[src/rtl/prog_sequencer.sv]
// Program loader / instruction sequencer for an external asynchronous-read program RAM.
// Optional build macro PROG_SEQ_LOOP_EN: wrap from the last word back to word 0 while run stays high.
module prog_sequencer #(
  parameter int unsigned DEPTH = 16,
  parameter int unsigned WIDTH = 5,
  parameter logic [WIDTH-1:0] HALT_OP = '1,
  localparam int unsigned AW = $clog2(DEPTH)
) (
  input  logic             clk,
  input  logic             clear,
  input  logic             load_valid,
  input  logic [WIDTH-1:0] load_data,
  input  logic             run,
  input  logic [WIDTH-1:0] instruction,
  input  logic             instr_ready,
  output logic             wr_en,
  output logic [AW-1:0]    wr_addr,
  output logic [WIDTH-1:0] wr_data,
  output logic [AW-1:0]    address,
  output logic [WIDTH-1:0] instr_out,
  output logic             instr_valid,
  output logic             master_clear,
  output logic             busy,
  output logic             done
);

  localparam logic [AW-1:0] Last = AW'(DEPTH - 1);

  typedef enum logic [2:0] {StIdle, StLoad, StLoaded, StFetch, StIssue, StHalt} state_e;

  state_e           state_q, state_d;
  logic [AW-1:0]    count_q, count_d;
  logic [AW-1:0]    addr_q, addr_d;
  logic             wr_en_q, wr_en_d;
  logic [AW-1:0]    wr_addr_q, wr_addr_d;
  logic [WIDTH-1:0] wr_data_q, wr_data_d;
  logic             mc_q, mc_d;
  logic [WIDTH-1:0] iout_q, iout_d;
  logic             iv_q, iv_d;
  logic             busy_q, done_q;

  always_comb begin
    state_d   = state_q;
    count_d   = count_q;
    addr_d    = addr_q;
    wr_en_d   = 1'b0;
    wr_addr_d = wr_addr_q;
    wr_data_d = wr_data_q;
    mc_d      = 1'b0;
    iout_d    = iout_q;
    iv_d      = iv_q;
    unique case (state_q)
      StIdle, StLoad, StLoaded, StHalt: begin
        if (load_valid) begin
          // Any accept outside LOAD starts a fresh program at word 0.
          wr_en_d   = 1'b1;
          wr_data_d = load_data;
          wr_addr_d = (state_q == StLoad) ? count_q : '0;
          if (state_q == StLoad && count_q == Last) begin
            state_d = StLoaded;
            count_d = '0;
            mc_d    = 1'b1;
          end else begin
            state_d = StLoad;
            count_d = wr_addr_d + 1'b1;
          end
        end else if (state_q == StLoaded && run) begin
          addr_d  = '0;
          state_d = StFetch;
        end else if (state_q == StHalt && !run) begin
          addr_d  = '0;
          state_d = StLoaded;
        end
      end
      StFetch: begin
        if (instruction == HALT_OP) begin
          state_d = StHalt;
        end else begin
          iout_d  = instruction;
          iv_d    = 1'b1;
          state_d = StIssue;
        end
      end
      StIssue: begin
        if (instr_ready) begin
          iv_d = 1'b0;
          if (addr_q != Last) begin
            addr_d  = addr_q + 1'b1;
            state_d = StFetch;
          end else begin
`ifdef PROG_SEQ_LOOP_EN
            if (run) begin
              addr_d  = '0;
              state_d = StFetch;
            end else begin
              state_d = StHalt;
            end
`else
            state_d = StHalt;
`endif
          end
        end
      end
      default: state_d = StIdle;
    endcase
  end

  always_ff @(posedge clk) begin
    if (clear) begin
      state_q   <= StIdle;
      count_q   <= '0;
      addr_q    <= '0;
      wr_en_q   <= 1'b0;
      wr_addr_q <= '0;
      wr_data_q <= '0;
      mc_q      <= 1'b0;
      iout_q    <= '0;
      iv_q      <= 1'b0;
      busy_q    <= 1'b0;
      done_q    <= 1'b0;
    end else begin
      state_q   <= state_d;
      count_q   <= count_d;
      addr_q    <= addr_d;
      wr_en_q   <= wr_en_d;
      wr_addr_q <= wr_addr_d;
      wr_data_q <= wr_data_d;
      mc_q      <= mc_d;
      iout_q    <= iout_d;
      iv_q      <= iv_d;
      busy_q    <= (state_d == StLoad) || (state_d == StFetch) || (state_d == StIssue);
      done_q    <= (state_d == StHalt);
    end
  end

  assign wr_en        = wr_en_q;
  assign wr_addr      = wr_addr_q;
  assign wr_data      = wr_data_q;
  assign address      = addr_q;
  assign instr_out    = iout_q;
  assign instr_valid  = iv_q;
  assign master_clear = mc_q;
  assign busy         = busy_q;
  assign done         = done_q;

endmodule
[config.mk]
export PLATFORM = sky130hd
export DESIGN_NAME = prog_sequencer
export DESIGN_NICKNAME = d
export VERILOG_FILES = /design/src/rtl/prog_sequencer.sv
export SDC_FILE = /design/constraint.sdc
export NUM_CORES = 1
export LEC_CHECK = 0
export ABC_AREA = 1
export CAP_MARGIN = 15
export CORE_ASPECT_RATIO = 0.7
export CORE_MARGIN = 2
export CORE_UTILIZATION = 25
export DETAILED_ROUTE_END_ITERATION = 16
export GPL_TIMING_DRIVEN = 0
export PLACE_DENSITY = 0.47
export RECOVER_POWER = 50
export SYNTH_ARGS = -nofsm -noshare
export SYNTH_HDL_FRONTEND = slang
export SYNTH_SLANG_ARGS = --single-unit
[constraint.sdc]
create_clock -name clk -period 2.6 [get_ports clk]
set_clock_uncertainty 0.1 [all_clocks]
set_input_delay 0.52 -clock clk [delete_from_list [all_inputs] [get_ports clk]]
set_output_delay 0.52 -clock clk [all_outputs]
set_load 0.005 [all_outputs]
Word-level counts from Yosys, hierarchy flattened --
Index checks and enable logic that the tools add are counted.
Storage, ports and cells: logic and storage cells 70, register bits 30, input bits 15, output and inout bits 23
Cells by class: add/sub/neg operators 2, bitwise gates (word level) 3, reductions and logical operators 16, multiplexer cells 21, equal/unequal tests 17
Operator list (number):
- two-way mux 4 bit | 7
- two-way mux 3 bit | 5
- equality test 3 bit (second input constant) | 4
- equality test 3 x 2 -> 1 bit (second input constant) | 3
- case mux 3 bit (3 select lines) | 1
- adder 4 x 1 -> 4 bit (second input constant) | 2
- inequality test 2 bit (second input constant) | 4
- case mux 4 bit (2 select lines) | 1
- equality test 3 x 1 -> 1 bit (second input constant) | 2
- equality test 5 bit (second input constant) | 1
- two-way mux 1 bit | 5
- AND reduction 5 bit | 1
- equality test 4 bit (second input constant) | 1
- inequality test 4 bit (second input constant) | 1
- AND reduction 2 bit | 2
- nonzero test 2 bit | 2
- OR reduction 4 bit | 1
- logical AND 1 bit | 3
- logical NOT 3 bit | 1
- inequality test 3 bit (second input constant) | 1
- NOT 1 bit | 3
- AND reduction 3 bit | 1
- OR reduction 3 bit | 1
- logical OR 1 bit | 2
- 4 further kinds | 4

Longest topological paths before layout --
depth after elaboration 9, mapped depth 11, gate-level depth less buffers 10

Worst setup path before layout --
Ideal clock, no wire load.
kind register -> register, start reg state_q[0], end reg count_q[2], arrival time 1.195 ns, period minus slack after synthesis 1.365 ns, stages on the path, launching flop included 10, setup slack 1.235 ns, path buffers 0, data required time 2.430 ns, library setup time 0.070 ns, path through dfxtp_1 -> inv_2 -> nor2_2 -> nand2_1 -> nor2_1 -> ha_1 -> inv_1 -> nand2_1 -> nand3_1 -> a21oi_1
On the way: cells in the longest elaborated chain, start to end 4, elaborated cells between the ends (all ways) 10, those cells by class 1 x add/sub; 3 x eq/ne; 2 x mux; 4 x reduce/logical
RTL lines:
- from (decl) | RTL line 31 | state_e state_q, state_d;
- from (signal assigned) | RTL line 110 | state_q <= StIdle;
- from (signal assigned) | RTL line 122 | state_q <= state_d;
- equality test 3 x 1 -> 1 bit | RTL line 52, 58, 59
- two-way mux 4 bit | RTL line 58 | wr_addr_d = (state_q == StLoad) ? count_q : '0;
- adder 4 x 1 -> 4 bit | RTL line 65 | count_d = wr_addr_d + 1'b1;
- two-way mux 4 bit | RTL line 59 | if (state_q == StLoad && count_q == Last) begin
- to (signal assigned) | RTL line 123 | count_q <= count_d;
- to (decl) | RTL line 32 | logic [AW-1:0] count_q, count_d;
Several ways; a longest one is shown, not always the timed one. A chain may end at the register's enable or synchronous reset.

Worst setup path in the final report --
start in load_valid, end reg wr_addr_q[3], in the netlist wr_addr[3]
On the way: cells in the longest elaborated chain, start to end 1
RTL lines:
- from (decl) | RTL line 11 | input logic load_valid,
- AND reduction 2 bit (no source line)
- to (signal assigned) | RTL line 126 | wr_addr_q <= wr_addr_d;
- to (decl) | RTL line 35 | logic [AW-1:0] wr_addr_q, wr_addr_d;
No other way between the ends.

==> results.rst <==
.. list-table::
   :header-rows: 1

   * - Metric
     - Value
   * - First-pass GRT wire length
     - 6090 microns
   * - Time the final worst path needs with I/O delays and setup
     - 2120 ps
   * - Synth unique cells
     - 21
   * - Clock buffers created by TritonCTS
     - 5
   * - Root cell of the clock tree
     - sky130_fd_sc_hd__clkbuf_8
   * - Post-placement cell count
     - 325
   * - Worst-path fanout max
     - 10
   * - Total half-perimeter wirelength after legalization and detailed placement
     - approximately 2800 microns
   * - DIE AREA
     - 6530 sq um
   * - Standard cell core area
     - roughly 5700 sq um
   * - Worst setup path category
     - in -> reg
   * - Number of antenna cells inserted
     - 0
   * - Fraction of layout cells with a size suffix above 1
     - about 10%
   * - Number of H-tree levels
     - 2
   * - Hold crit path type
     - reg -> reg
   * - Leakage power figure
     - roughly 0.00083 uW
   * - Share of total power in the clock network
     - between 40% and 50%
   * - Part of the total power dissipated in combinational logic
     - ~14%
   * - Data arrival at the endpoint of the critical path
     - between 2000 and 2500 ps
   * - Final weighted congestion in routability-driven placement
     - about 0.83
   * - Actual slew at the worst max-slew pin
     - roughly 630 ps
   * - Placed cell area
     - around 1900 sq um
   * - WP data required
     - approximately 2700 ps
   * - First-pass DRT Iterations
     - 4
   * - Area of combinational cells with multiple inputs
     - 692 sq um
   * - Sequential-to-total area share from yosys stat
     - between 40 and 50%
   * - Final cycle utilization of the critical path
     - about four fifths
   * - Final hold slack
     - between 300 and 400 ps
   * - Power Density
     - 561 nW/um^2
   * - Summed area of non-filler cells in the final layout
     - between 2000 and 2500 sq um
   * - Number of design rule violations left after detail routing
     - 0
   * - Die W
     - 95.7 microns
   * - Largest vdd supply drop
     - about 0.00018 V
   * - Ratio of routed vias to standard cells
     - roughly 4.3
   * - Sequential cell area
     - 601 sq um
   * - End point of the most critical hold path
     - instr_out[0]
   * - Starting density of the core
     - about a quarter
   * - Net switching power of the design
     - 288 uW
   * - Mapped Nets
     - roughly 230
   * - Number of global-route vias before repair
     - 1279
   * - Total wire length after detailed routing
     - 3740 microns
   * - Net total in the final layout
     - roughly 270
   * - Resized cells post-CTS
     - 0
   * - Source of the worst register-to-register timing path
     - state_q[0]
   * - Post CTS Setup Buffer Count
     - 0
   * - Skew-Pair Late Insertion Delay
     - roughly 290 ps
   * - Critical path capture point type
     - flop
   * - Worst hold path cell count
     - 2
   * - Grt ovf
     - 0
   * - Die Height
     - between 60 and 70 microns
   * - Number of vias in the routed layout
     - about 1400
   * - Synth Instances
     - about 210
   * - Synthesis-to-layout area growth
     - 35.9%
   * - Yosys warning total
     - 0
   * - CTS Buffer Depth
     - 2
   * - Internal Dissipation
     - roughly 830 uW
   * - Startpoint Class
     - input pin
   * - Antenna Violating Nets Remaining
     - 0
   * - Worst max-slew margin expressed relative to the limit
     - between 50% and 60%
   * - Number of placed I/O pins
     - 38
   * - Critical path buffers and inverters
     - 3
   * - Global routing usage summed across all routing layers
     - between 10% and 20%
   * - Switching share of total power
     - around 26%
   * - Final count of negative-setup-slack endpoints
     - 0
   * - HP Start
     - instr_out[0]
   * - Status
     - complete, no violations
   * - Reg-to-reg critical path endpoint
     - wr_addr[3]
   * - CP max stage delay
     - approximately 650 ps
   * - Flops & latches, synth
     - 30
   * - Unrepaired setup endpoints after global routing
     - false
   * - Largest net degree at the start of global routing
     - 11
   * - Hold bufs inserted after CTS
     - 0
   * - TritonCTS clock tree
     - built
   * - Antenna violations before repair
     - 0
   * - Iteration-0 DRC Markers
     - a little under 80
   * - Critical-path cell with the highest stage delay
     - sky130_fd_sc_hd__dlygate4sd3_1
   * - Filler cell count
     - 640
   * - Crit path cell chain
     - dlygate4sd3_1, nand3_1, clkinv_1, clkbuf_1, o21ai_0, a21oi_1
   * - Clock sink count
     - 30
   * - Part of the total power dissipated in sequential elements
     - roughly 44%
   * - Final sum of negative setup slack
     - 0 ps
   * - Combined area of all synthesized cells
     - between 1000 and 1500 sq um
   * - CTS clock-pin slew for the worst setup and hold paths
     - ~70 ps
   * - Dominant delay contributor by cell family on the critical path
     - buffers and inverters
   * - Final max-slew violation count
     - 0
   * - Port Buffers
     - 36
   * - Timing-limited maximum frequency
     - approximately 0.47 GHz
   * - Final routed wire length divided by cell count
     - ~11 microns
   * - Final number of hold-violating endpoints
     - 0
   * - Register-to-register path setup slack
     - 790 ps
   * - FF-to-FF path depth
     - 7
   * - Post-synthesis average cell area
     - ~6.9 sq um
   * - Row cnt
     - 23
   * - Fin util
     - 35.1%
   * - Max Cap Violations
     - 0
   * - Non-filler cells, final
     - between 300 and 400
-- worst register-to-register path, delay by kind of cell (launching register included) --
kind | cells | cell delay, ps
AOI/OAI and AO/OA | 2 | 270
and+or+nand+nor | 2 | 300
DFF | 1 | 460
buffers and inverters | 3 | 590
-- logic make-up after synthesis --
group,after synthesis,synth area share [%]
buffers and inverters,37,10.2
flip-flops,30,40.8
AND/OR/NAND/NOR,110,35.3
AO/OA/AOI/OAI,35,12.1
adder cells (fa/ha/maj),2,1.70
-- synth_stat cells, drive strengths merged --
| cell | number | area share (%) |
|---|---|---|
| nand4 | 5 | 2.1 |
| a21oi | 24 | 8.2 |
| nand2 | 64 | 17 |
| ha | 2 | 1.7 |
| nor2 | 24 | 7.8 |
| buf | 5 | 2.0 |
| clkbuf | 1 | 0.25 |
| o211ai | 1 | 0.51 |
| inv | 31 | 7.9 |
| nand3 | 16 | 7.6 |
| nor3 | 1 | 0.34 |
| o21ai | 10 | 3.4 |
| dfxtp | 30 | 41 |
-- worst max path at each step --
stage / end / slack (ps) / cells past startpoint / start
3_5_place_dp: instr_valid / 530 / 4 / instruction[3]
4_1_cts: address[2] / 700 / 1 / address[2]
3_3_place_gp: instr_out[2] / 520 / 4 / instruction[2]
2_1_floorplan: count_q[2] / 1230 / 9 / state_q[0]
5_1_grt: wr_addr[3] / 330 / 6 / load_valid
6_report: wr_addr[3] / 480 / 6 / load_valid
-- per-layer routing --
metal	GRT usage [%]	up-vias	part of all wire, %
met5	0	-	0
met4	4.29	0	1.2
met3	4.96	5	8.8
met2	16.2	40	35
met1	18.5	609	55
li1	-	767	-
-- placed cells by master, fill, tap and decap left out, drive strengths merged --
master	synthesis	routed
bufinv	0	1
dlygate4sd3	0	4
dfxtp	30	30
o211ai	1	1
nand2	64	64
nor2	24	24
clkinv	0	3
nand4	5	5
nand3	16	16
clkbuf	1	8
ha	2	2
o21ai	10	10
a21oi	24	24
clkdlybuf4s50	0	32
buf	5	3
nor3	1	1
inv	31	30
-- cell type report --
class / count / share of cell area [%]
tap: 75 / 4.69
timing repair buffer: 36 / 18.0
multi-input combinational: 147 / 34.6
buffer: 6 / 1.44
inverter: 31 / 5.82
clock inverter: 3 / 2.00
sequential: 30 / 30.0
clock buffer: 5 / 3.44
-- registers in the layout, summed over array words and instances, names as in the netlist --
name,cells
count_q,4
master_clear,1
state_q,3
wr_en,1
wr_addr,4
done,1
instr_valid,1
address,4
instr_out,5
wr_data,5
busy,1
-- metrics by stage --
stage	setup WS (ps)	total power, uW
2_1_floorplan	1230	591
3_3_place_gp	520	670
3_5_place_dp	534	669
4_1_cts	695	1140
5_1_grt	334	1180
6_report	477	1120
-- power groups by stage --
stage / logic, uW / clock network, uW / registers [uW]
6_report: 155 / 472 / 495
3_5_place_dp: 163 / 0 / 506
4_1_cts: 164 / 485 / 496
5_1_grt: 177 / 503 / 498
3_3_place_gp: 164 / 0 / 506
2_1_floorplan: 85.3 / 0 / 505
(Power assumes the default switching activity.)
